[src/rtl/spi_responder.sv]
// spi_responder: SPI mode-0 slave, MSB first, DATA_WIDTH-bit full-duplex frames.
// The SPI inputs are oversampled in the clk_i domain. Local logic sees a receive
// register (valid/ack) and a one-entry transmit buffer.
//
// Ports:
//   clk_i, reset_i         system clock, synchronous active-high reset
//   spi_clk_i, mosi_i,     SPI bus from the master (asynchronous to clk_i)
//   ss_n_i
//   miso_o, miso_oe_o      serial data to the master and its tri-state enable
//   rx_data_o, rx_valid_o, received frame, valid flag and consume strobe
//   rx_ack_i
//   overrun_o              sticky: a frame arrived with no room for it
//   tx_data_i, tx_ld_i,    transmit buffer write port and "buffer free" flag
//   tx_empty_o
//   underrun_o             sticky: a frame started with an empty tx buffer
//   busy_o                 frame in progress
//
// Optional feature: define SPI_RESPONDER_RXFIFO_EN for a 4-deep receive FIFO
// in place of the single overwriting receive register.

module spi_responder #(
    parameter int DATA_WIDTH  = 8,
    parameter int SYNC_STAGES = 2
) (
    input  logic                  clk_i,
    input  logic                  reset_i,
    input  logic                  spi_clk_i,
    input  logic                  mosi_i,
    input  logic                  ss_n_i,
    output logic                  miso_o,
    output logic                  miso_oe_o,
    output logic [DATA_WIDTH-1:0] rx_data_o,
    output logic                  rx_valid_o,
    input  logic                  rx_ack_i,
    output logic                  overrun_o,
    input  logic [DATA_WIDTH-1:0] tx_data_i,
    input  logic                  tx_ld_i,
    output logic                  tx_empty_o,
    output logic                  underrun_o,
    output logic                  busy_o
);
    localparam int CW = $clog2(DATA_WIDTH + 1);
    localparam logic [CW-1:0] LAST_BIT = CW'(DATA_WIDTH - 1);

    typedef enum logic [1:0] {IDLE, LOAD, SHIFT} state_e;

    // synchronizers, history flops and post-reset arming
    logic [SYNC_STAGES-1:0] sclk_sync_q, mosi_sync_q, ss_sync_q, warm_q;
    logic                   sclk_hist_q, ss_hist_q, armed_q;
    logic                   sclk_s, mosi_s, ss_s;
    logic                   sclk_rise, sclk_fall, ss_fall, ss_rise;

    state_e                 state_q, state_d;
    logic [CW-1:0]          bit_cnt_q, bit_cnt_d;
    logic [DATA_WIDTH-1:0]  tx_shift_q, tx_shift_d, tx_buf_q, tx_buf_d;
    logic [DATA_WIDTH-1:0]  rx_shift_q, rx_shift_d, load_val, frame_word;
    logic                   tx_empty_q, tx_empty_d, underrun_q, underrun_d;
    logic                   miso_q, miso_d, oe_q, oe_d, overrun_q;
    logic                   consume, frame_done, sticky_clr;

    assign sclk_s    = sclk_sync_q[SYNC_STAGES-1];
    assign mosi_s    = mosi_sync_q[SYNC_STAGES-1];
    assign ss_s      = ss_sync_q[SYNC_STAGES-1];
    assign sclk_rise = sclk_s & ~sclk_hist_q;
    assign sclk_fall = ~sclk_s & sclk_hist_q;
    assign ss_rise   = ss_s & ~ss_hist_q;
    // A select already low when reset is released must not start a frame;
    // the slave arms only once the synchronized ss_n has been seen high.
    assign ss_fall   = armed_q & ss_hist_q & ~ss_s;

    assign load_val   = tx_empty_q ? '0 : tx_buf_q;
    assign frame_word = {rx_shift_q[DATA_WIDTH-2:0], mosi_s};
    assign sticky_clr = rx_ack_i & rx_valid_o;

    always_comb begin
        state_d    = state_q;
        bit_cnt_d  = bit_cnt_q;
        tx_shift_d = tx_shift_q;
        tx_buf_d   = tx_buf_q;
        tx_empty_d = tx_empty_q;
        rx_shift_d = rx_shift_q;
        miso_d     = miso_q;
        oe_d       = oe_q;
        consume    = 1'b0;
        frame_done = 1'b0;
        case (state_q)
            IDLE: begin
                oe_d   = 1'b0;
                miso_d = 1'b0;
                if (ss_fall) state_d = LOAD;
            end
            LOAD: begin
                consume    = 1'b1;
                tx_shift_d = load_val;
                bit_cnt_d  = '0;
                oe_d       = 1'b1;
                miso_d     = load_val[DATA_WIDTH-1];
                state_d    = SHIFT;
            end
            SHIFT: begin
                if (sclk_rise) begin
                    rx_shift_d = frame_word;
                    if (bit_cnt_q == LAST_BIT) begin
                        bit_cnt_d  = '0;
                        frame_done = 1'b1;
                    end else begin
                        bit_cnt_d = bit_cnt_q + CW'(1);
                    end
                end else if (sclk_fall) begin
                    if (bit_cnt_q != '0) begin
                        tx_shift_d = tx_shift_q << 1;
                        miso_d     = tx_shift_q[DATA_WIDTH-2];
                    end else begin
                        // frame boundary: next frame's data comes from the buffer
                        consume    = 1'b1;
                        tx_shift_d = load_val;
                        miso_d     = load_val[DATA_WIDTH-1];
                    end
                end
            end
            default: state_d = IDLE;
        endcase
        if (ss_rise) begin
            state_d    = IDLE;
            oe_d       = 1'b0;
            bit_cnt_d  = '0;
            frame_done = 1'b0;
        end
        if (consume) tx_empty_d = 1'b1;
        // a write is taken when the buffer is free or being consumed right now
        if (tx_ld_i && (tx_empty_q || consume)) begin
            tx_buf_d   = tx_data_i;
            tx_empty_d = 1'b0;
        end
        underrun_d = (underrun_q & ~sticky_clr) | (consume & tx_empty_q);
    end

    always_ff @(posedge clk_i) begin
        if (reset_i) begin
            sclk_sync_q <= '0;
            mosi_sync_q <= '0;
            ss_sync_q   <= '1;
            warm_q      <= '0;
            sclk_hist_q <= 1'b0;
            ss_hist_q   <= 1'b1;
            armed_q     <= 1'b0;
            state_q     <= IDLE;
            bit_cnt_q   <= '0;
            tx_shift_q  <= '0;
            tx_buf_q    <= '0;
            tx_empty_q  <= 1'b1;
            underrun_q  <= 1'b0;
            rx_shift_q  <= '0;
            miso_q      <= 1'b0;
            oe_q        <= 1'b0;
        end else begin
            sclk_sync_q <= {sclk_sync_q[SYNC_STAGES-2:0], spi_clk_i};
            mosi_sync_q <= {mosi_sync_q[SYNC_STAGES-2:0], mosi_i};
            ss_sync_q   <= {ss_sync_q[SYNC_STAGES-2:0], ss_n_i};
            warm_q      <= {warm_q[SYNC_STAGES-2:0], 1'b1};
            sclk_hist_q <= sclk_s;
            ss_hist_q   <= ss_s;
            // once warm_q is full, ss_s reflects post-reset input only
            armed_q     <= armed_q | (warm_q[SYNC_STAGES-1] & ss_s);
            state_q     <= state_d;
            bit_cnt_q   <= bit_cnt_d;
            tx_shift_q  <= tx_shift_d;
            tx_buf_q    <= tx_buf_d;
            tx_empty_q  <= tx_empty_d;
            underrun_q  <= underrun_d;
            rx_shift_q  <= rx_shift_d;
            miso_q      <= miso_d;
            oe_q        <= oe_d;
        end
    end

`ifdef SPI_RESPONDER_RXFIFO_EN
    logic [DATA_WIDTH-1:0] fifo_q [4];
    logic [2:0]            wptr_q, rptr_q;
    logic                  fifo_empty, fifo_full, push, pop;

    assign fifo_empty = (wptr_q == rptr_q);
    assign fifo_full  = (wptr_q[2] != rptr_q[2]) && (wptr_q[1:0] == rptr_q[1:0]);
    assign pop        = rx_ack_i & ~fifo_empty;
    // a pop in the same cycle frees the slot, so a full FIFO still accepts
    assign push       = frame_done & (~fifo_full | pop);

    always_ff @(posedge clk_i) begin
        if (reset_i) begin
            for (int i = 0; i < 4; i++) fifo_q[i] <= '0;
            wptr_q    <= '0;
            rptr_q    <= '0;
            overrun_q <= 1'b0;
        end else begin
            if (push) begin
                fifo_q[wptr_q[1:0]] <= frame_word;
                wptr_q              <= wptr_q + 3'd1;
            end
            if (pop) rptr_q <= rptr_q + 3'd1;
            overrun_q <= (overrun_q & ~sticky_clr) | (frame_done & fifo_full & ~pop);
        end
    end

    assign rx_data_o  = fifo_q[rptr_q[1:0]];
    assign rx_valid_o = ~fifo_empty;
`else
    logic [DATA_WIDTH-1:0] rx_data_q;
    logic                  rx_valid_q;

    always_ff @(posedge clk_i) begin
        if (reset_i) begin
            rx_data_q  <= '0;
            rx_valid_q <= 1'b0;
            overrun_q  <= 1'b0;
        end else begin
            if (frame_done) begin
                rx_data_q  <= frame_word;
                rx_valid_q <= 1'b1;
            end else if (rx_ack_i) begin
                rx_valid_q <= 1'b0;
            end
            // an ack in the completion cycle makes room: no overrun
            overrun_q <= (overrun_q & ~sticky_clr) | (frame_done & rx_valid_q & ~rx_ack_i);
        end
    end

    assign rx_data_o  = rx_data_q;
    assign rx_valid_o = rx_valid_q;
`endif

    assign miso_o     = miso_q;
    assign miso_oe_o  = oe_q;
    assign overrun_o  = overrun_q;
    assign tx_empty_o = tx_empty_q;
    assign underrun_o = underrun_q;
    assign busy_o     = (state_q == SHIFT) && (bit_cnt_q != '0);

endmodule

[config.mk]
export PLATFORM = sky130hd
export DESIGN_NAME = spi_responder
export DESIGN_NICKNAME = d
export VERILOG_FILES = /design/src/rtl/spi_responder.sv
export SDC_FILE = /design/constraint.sdc
export NUM_CORES = 1
export LEC_CHECK = 0
export CORE_AREA = 5 5 84 86
export CTS_CLUSTER_DIAMETER = 30
export DETAILED_ROUTE_END_ITERATION = 10
export DIE_AREA = 0 0 89 91
export SKIP_LAST_GASP = 1
export SLEW_MARGIN = 10
export SYNTH_ARGS = -nofsm -noshare
export SYNTH_HDL_FRONTEND = slang
export SYNTH_SLANG_ARGS = --single-unit
[constraint.sdc]
create_clock -name clk_i -period 4.99 [get_ports clk_i]
set_input_delay 0.998 -clock clk_i [delete_from_list [all_inputs] [get_ports clk_i]]
set_output_delay 0.998 -clock clk_i [all_outputs]
set_load 0.02 [all_outputs]
==> results of run 1 <==
==> worst max path at each step <==
stage / to / slack [ps] / startpoint
detailed placement: busy_o / 2080 / bit_cnt_q[0]
global route: busy_o / 1590 / bit_cnt_q[0]
finish: busy_o / 1720 / bit_cnt_q[0]
global placement: busy_o / 2110 / bit_cnt_q[0]
floorplan: busy_o / 2780 / bit_cnt_q[0]
CTS: busy_o / 1710 / bit_cnt_q[0]
==> routing by layer <==
layer  vias up  track usage  routed length (um)
met5         -            0                   0
met4         0       0.0484                  84
met3         7       0.0253                 111
met2        19        0.163                1710
met1       700        0.151                2180
li1        824            -                   -
==> sequential cells by signal, indices dropped and copies added, names as in the netlist, 2 cells and up <==
| register | count |
|---|---|
| bit_cnt_q | 4 |
| mosi_sync_q | 2 |
| rx_data_o | 8 |
| rx_shift_q | 7 |
| sclk_sync_q | 2 |
| ss_sync_q | 2 |
| state_q | 2 |
| tx_buf_q | 8 |
| tx_shift_q | 7 |
| warm_q | 2 |
==> power groups by stage <==
stage	Combinational (uW)	Sequential, uW	Clock (uW)
after global routing	47.5	441	278
after CTS	43.4	439	262
after floorplan	25.9	447	0
after detailed placement	43.3	449	0
after global placement	43.0	449	0
final	42.9	439	253
==> logic make-up after synthesis <==
group           count (synthesis)  synth area share
simple gates                   85             0.207
flops                          53             0.501
compound gates                 46             0.136
buf+inv                        20            0.0396
mux                            17            0.0803
fa+ha+maj                       6            0.0354
==> layout by cell type (no fill, tap or decap), types with 2 or more instances in the layout <==
cell	Yosys	final
nor2b_1	6	6
ha_1	6	6
nand3b_1	8	8
a211oi_1	3	3
or2_2	3	3
a31oi_1	6	6
dfxtp_1	53	53
nor3_1	2	2
o21ai_0	8	8
mux2i_1	17	17
a21oi_1	22	22
nand2_1	25	25
inv_1	8	8
nor3b_1	2	2
and3b_1	2	2
nand2b_1	5	5
nor2_1	27	27
clkbuf_8	0	5
clkdlybuf4s50_1	0	29
inv_6	0	2
==> through the flow <==
stage	setup WS (ps)	area [um^2]	hold WS (ps)	total power [uW]	utilization
floorplan	2780	2120	389	473	-
global placement	2110	2470	393	492	0.397
detailed placement	2080	2470	400	492	0.397
CTS	1710	2560	424	744	0.413
global route	1590	2560	453	766	0.413
finish	1720	2560	420	735	0.413
==> worst max-delay path: stages (launching register included) <==
cell	delay, ps
dfxtp_1	410
inv_1	60
ha_1	230
nor3b_1	160
nand2b_1	270
inv_2	190
clkdlybuf4s50_1	620
==> cell type report <==
cell class | count | area [um^2]
fillers | 630 | 3640
flip-flops and latches | 53 | 1060
multi-input cells | 154 | 973
repair buffers | 30 | 298
well taps | 77 | 96.3
clock buffers | 5 | 68.8
inverters | 10 | 37.5
clock inverters | 3 | 25.0
==> summary.txt, run 1 <==
Status
  • Run status: complete, no violations

Worst setup path
  • Crit path kind: reg2out
  • Worst EP required: 3990 ps
  • Worst setup EP type: output port
  • R2r endpoint: rx_data_o[7]
  • R2R cell count: 6
  • RR Startpoint: state_q[0]
  • CP max FO: 8
  • Startpoint Class: flip-flop
  • Worst reg2reg setup slack: 2580 ps
  • Critical Path AT: 2270 ps

STA
  • Minimum clock period: 3270 ps
  • Clk_skew: 12.2 ps
  • Fin crit share: 0.654
  • Endpoints failing setup: 0
  • Max Clk Rate: 0.306 GHz
  • RSZ-0062 raised after global routing: false
  • Final Max Tran Viols: 0
  • Final Hold Viols: 0
  • Setup TNS: 0 ps
  • Worst slew pin tran: 788 ps
  • Max-slew headroom: 0.474

Placed design
  • Dpl cells: 324
  • Port bufs: 29
  • HPWL Detailed: 2840 um
  • Gp weighted congestion: 0.768

Floorplan
  • Total die area: 0.00810 mm^2
  • Width of the chip: 89 um
  • Io pins: 30
  • Row count: 29
  • Die height: 91 um
  • Initial core utilization: 0.341
  • CORE AREA: 0.00620 mm^2

Power and ir drop
  • Gate power share: 0.058
  • Pwr dens: 287 mW/mm^2
  • NetSw: 177 uW
  • P_int: 559 uW
  • Sw Share: 0.240
  • Leak: 0.000907 uW
  • Seq pwr share: 0.597
  • VDD IR max: 155 uV
  • Clock power frac: 0.345

Yosys
  • Sequential fraction of the synthesis area: 0.501
  • Synth cell types: 35
  • Post-synth top area cell: dfxtp_1
  • Fraction of registers with async set/reset: 0
  • Synth Flop Type: dfxtp_1
  • Mapped Cells: 227
  • Synth Area per Inst: 9.33 um^2
  • Top-count cell post-synth: dfxtp_1
  • Synth Cell Area: 0.00212 mm^2
  • Area fraction of the dominant cell type after synthesis: 0.501
  • Commonest cells post-synth: dfxtp_1 (53), nor2_1 (27), nand2_1 (25)
  • Synth warn: 0
  • Post-Syn Nets: 248
  • Synth area leaders: dfxtp_1 (50%), mux2i_1 (8.0%), a21oi_1 (5.2%), nor2_1 (4.8%), nand2_1 (4.4%)
  • FF+latch count, synth: 53
  • Post-synth EDFFs: 0

Final layout
  • Layout area overhead: 20.9%
  • Post-Layout Cell Count: 332
  • Nets@finish: 275
  • N_diodes: 0
  • Layout cells sized above 1: 0.0588

Drt
  • Post-DR vias/cell: 4.67
  • # DRC: 0
  • Routed Wire Length: 4090 um
  • Avg WL per Cell: 12.3 um
  • DR iter-0 viols: 79
  • DR vias: 1550
  • Post-detailed-route count of antenna-violating nets: 0
  • DRT Pass-1 Iters: 4

Global route
  • Global route total overflow: 0
  • Vias in the first global route: 1492
  • Initial antenna violation count: 0
  • First-pass GRT wire length: 6990 um
  • Largest net degree at the start of global routing: 40
  • Total GRT Usage: 0.110

Job
  • Max Cap Violations: 0

CTS
  • Number of post-CTS setup repair buffers: 0
  • Clock Root Buffer: clkbuf_8
  • PostCTS Resize Cnt: 0
  • TritonCTS Buffers: 5
  • CTS tree: yes
  • Worst-skew pair later-pin latency: 310 ps
  • H-tree depth: 2
  • Longest Clk Path Bufs: 2
  • Sink Count: 53
  • Post-CTS Hold Fix Bufs: 0
  • Reg clk slew, reported paths: 100 ps

Min path
  • Hold endpoint: ss_sync_q[1]
  • Hold Path Origin: ss_sync_q[0]
  • Hold Crit Class: reg2reg
  • Worst hold stages: 1
No activity file was read; power rests on OpenSTA's default activity.
==> run 2: changes to the inputs <==
==> constraint.sdc (replaced) <==
create_clock -name clk_i -period 3.23 [get_ports clk_i]
set_input_delay 0.646 -clock clk_i [delete_from_list [all_inputs] [get_ports clk_i]]
set_output_delay 0.646 -clock clk_i [all_outputs]
set_load 0.02 [all_outputs]
==> summary.txt, run 2 (synthesis gave the netlist of run 1 again) <==
Status
  • Run status: complete, no violations (unchanged)

Power and ir drop
  • Clock power frac: 0.384 (was 0.345)
  • Sw Share: 0.207 (was 0.240)
  • Leak: 0.000921 uW (was 0.000907 uW)
  • NetSw: 250 uW (was 177 uW)
  • VDD IR max: 274 uV (was 155 uV)
  • Seq pwr share: 0.561 (was 0.597)
  • P_int: 957 uW (was 559 uW)
  • Gate power share: 0.055 (was 0.058)
  • Pwr dens: 468 mW/mm^2 (was 287 mW/mm^2)

Final layout
  • Nets@finish: 275 (unchanged)
  • Commonest non-fill, non-tap cell in the layout: dfxtp_1 (unchanged)
  • Layout area overhead: 21.9% (was 20.9%)
  • Commonest cells after routing, fill and taps aside: dfxtp_1 (53), clkdlybuf4s50_1 (29), nor2_1 (27) (unchanged)
  • Multi-input gate area: 973 um^2 (unchanged)
  • N_diodes: 0 (unchanged)
  • Final core occ: 0.416 (was 0.413)
  • Layout cells sized above 1: 0.0549 (was 0.0588)
  • Number of fill cells: 605 (was 630)
  • Post-Layout Cell Count: 332 (unchanged)
  • Sequential standard cell area: 0.00106 mm^2 (unchanged)

Drt
  • Post-detailed-route count of antenna-violating nets: 0 (unchanged)
  • Post-DR vias/cell: 4.67 (unchanged)
  • DRT Pass-1 Iters: 4 (unchanged)
  • DR vias: 1550 (unchanged)
  • # DRC: 0 (unchanged)
  • DR iter-0 viols: 81 (was 79)
  • Avg WL per Cell: 12.2 um (was 12.3 um)
  • Routed Wire Length: 4040 um (was 4090 um)

STA
  • RSZ-0062 raised after global routing: false (unchanged)
  • Fin Hold WS: 424 ps (was 420 ps)
  • Minimum clock period: 2880 ps
  • Worst slew pin tran: 789 ps (was 788 ps)
  • Endpoints failing setup: 0 (unchanged)
  • Final Max Tran Viols: 0 (unchanged)
  • Max-slew headroom: 0.473 (was 0.474)
  • Fin crit share: 0.892
  • Setup TNS: 0 ps (unchanged)
  • Clk_skew: 6.90 ps (was 12.2 ps)
  • Final Hold Viols: 0 (unchanged)
  • Max Clk Rate: 0.347 GHz

Worst setup path
  • Critical Path AT: 2230 ps (was 2270 ps)
  • Worst EP required: 2580 ps (was 3990 ps)
  • Crit path kind: reg2out (unchanged)
  • R2R cell count: 6 (unchanged)
  • Critical Path Slowest Stage Cell: clkdlybuf4s50_1 (unchanged)
  • Startpoint Class: flip-flop (unchanged)
  • Slowest stage delay, CP: 630 ps (was 620 ps)
  • Critical-path cell list: inv_1 -> ha_1 -> nor3b_1 -> nand2b_1 -> inv_2 -> clkdlybuf4s50_1 (unchanged)
  • Worst setup EP type: output port (unchanged)
  • CP max FO: 8 (unchanged)

Global route
  • Vias in the first global route: 1491 (was 1492)
  • Total GRT Usage: 0.109 (was 0.110)
  • First-pass GRT wire length: 6980 um (was 6990 um)
  • Initial antenna violation count: 0 (unchanged)
  • Largest net degree at the start of global routing: 39 (was 40)
  • Global route total overflow: 0 (unchanged)

Floorplan
  • Total die area: 0.00810 mm^2 (unchanged)
  • Width of the chip: 89 um (unchanged)
  • Initial core utilization: 0.341 (unchanged)
  • Row count: 29 (unchanged)
  • CORE AREA: 0.00620 mm^2 (unchanged)
  • Io pins: 30 (unchanged)
  • Die height: 91 um (unchanged)

CTS
  • Clock Root Buffer: clkbuf_8 (unchanged)
  • PostCTS Resize Cnt: 0 (unchanged)
  • Worst-skew pair later-pin latency: 300 ps (was 310 ps)
  • H-tree depth: 2 (unchanged)
  • Post-CTS Hold Fix Bufs: 0 (unchanged)
  • CTS tree: yes (unchanged)
  • Longest Clk Path Bufs: 2 (unchanged)
  • Reg clk slew, reported paths: 90 ps (was 100 ps)
  • Number of post-CTS setup repair buffers: 0 (unchanged)
  • Sink Count: 53 (unchanged)
  • TritonCTS Buffers: 5 (unchanged)

Placed design
  • Dpl cells: 324 (unchanged)
  • HPWL Detailed: 2810 um (was 2840 um)
  • Gp weighted congestion: 0.818 (was 0.768)
  • Port bufs: 29 (unchanged)

Job
  • Max Cap Violations: 0 (unchanged)

Min path
  • Hold Crit Class: reg2reg (unchanged)
  • Worst hold stages: 1 (unchanged)
==> run 2: routing by layer <==
layer,wire length (um),up-vias,track usage
li1,-,822,-
met4,77,0,0.0447
met2,1750,25,0.162
met5,0,-,0
met1,2080,697,0.152
met3,126,6,0.0226
==> run 2: metrics by stage <==
| stage | cell area (um^2) | power [uW] | setup slack [ps] |
|---|---|---|---|
| after floorplan | 2120 | 730 | 1370 |
| after global placement | 2470 | 760 | 701 |
| after detailed placement | 2470 | 760 | 687 |
| after CTS | 2580 | 1220 | 337 |
| after global routing | 2580 | 1260 | 166 |
| final | 2580 | 1210 | 349 |
==> run 2: path summary, 6_finish.rpt <==
| kind | start | end | slack (ps) |
|---|---|---|---|
| worst min-delay path | ss_sync_q[0] | ss_sync_q[1] | 420 |
| worst max register to register | state_q[0] | rx_data_o[1] | 880 |
| worst min register to register | ss_sync_q[0] | ss_sync_q[1] | 420 |
| worst max-delay path | bit_cnt_q[0] | busy_o | 350 |
==> run 2: power groups by stage <==
stage,Clock (uW),Sequential (uW),Combinational [uW]
floorplan,0,690,40.0
global placement,0,693,67.0
detailed placement,0,693,67.6
CTS,475,678,67.7
global route,503,681,74.8
finish,463,678,66.8
==> run 2: worst max-delay path: cells and delay by family, from the launching register on <==
family,cells,cell delay (ps)
simple gates,2,430
flops,1,400
buf+inv,3,880
fa+ha+maj,1,230
==> run 2: final cells by class <==
cell class              instances  share of cell area
repair buffers                 30               0.115
clock buffers                   7              0.0334
well taps                      77              0.0373
flip-flops and latches         53               0.411
inverters                      10              0.0145
multi-input cells             154               0.377
clock inverters                 1              0.0116
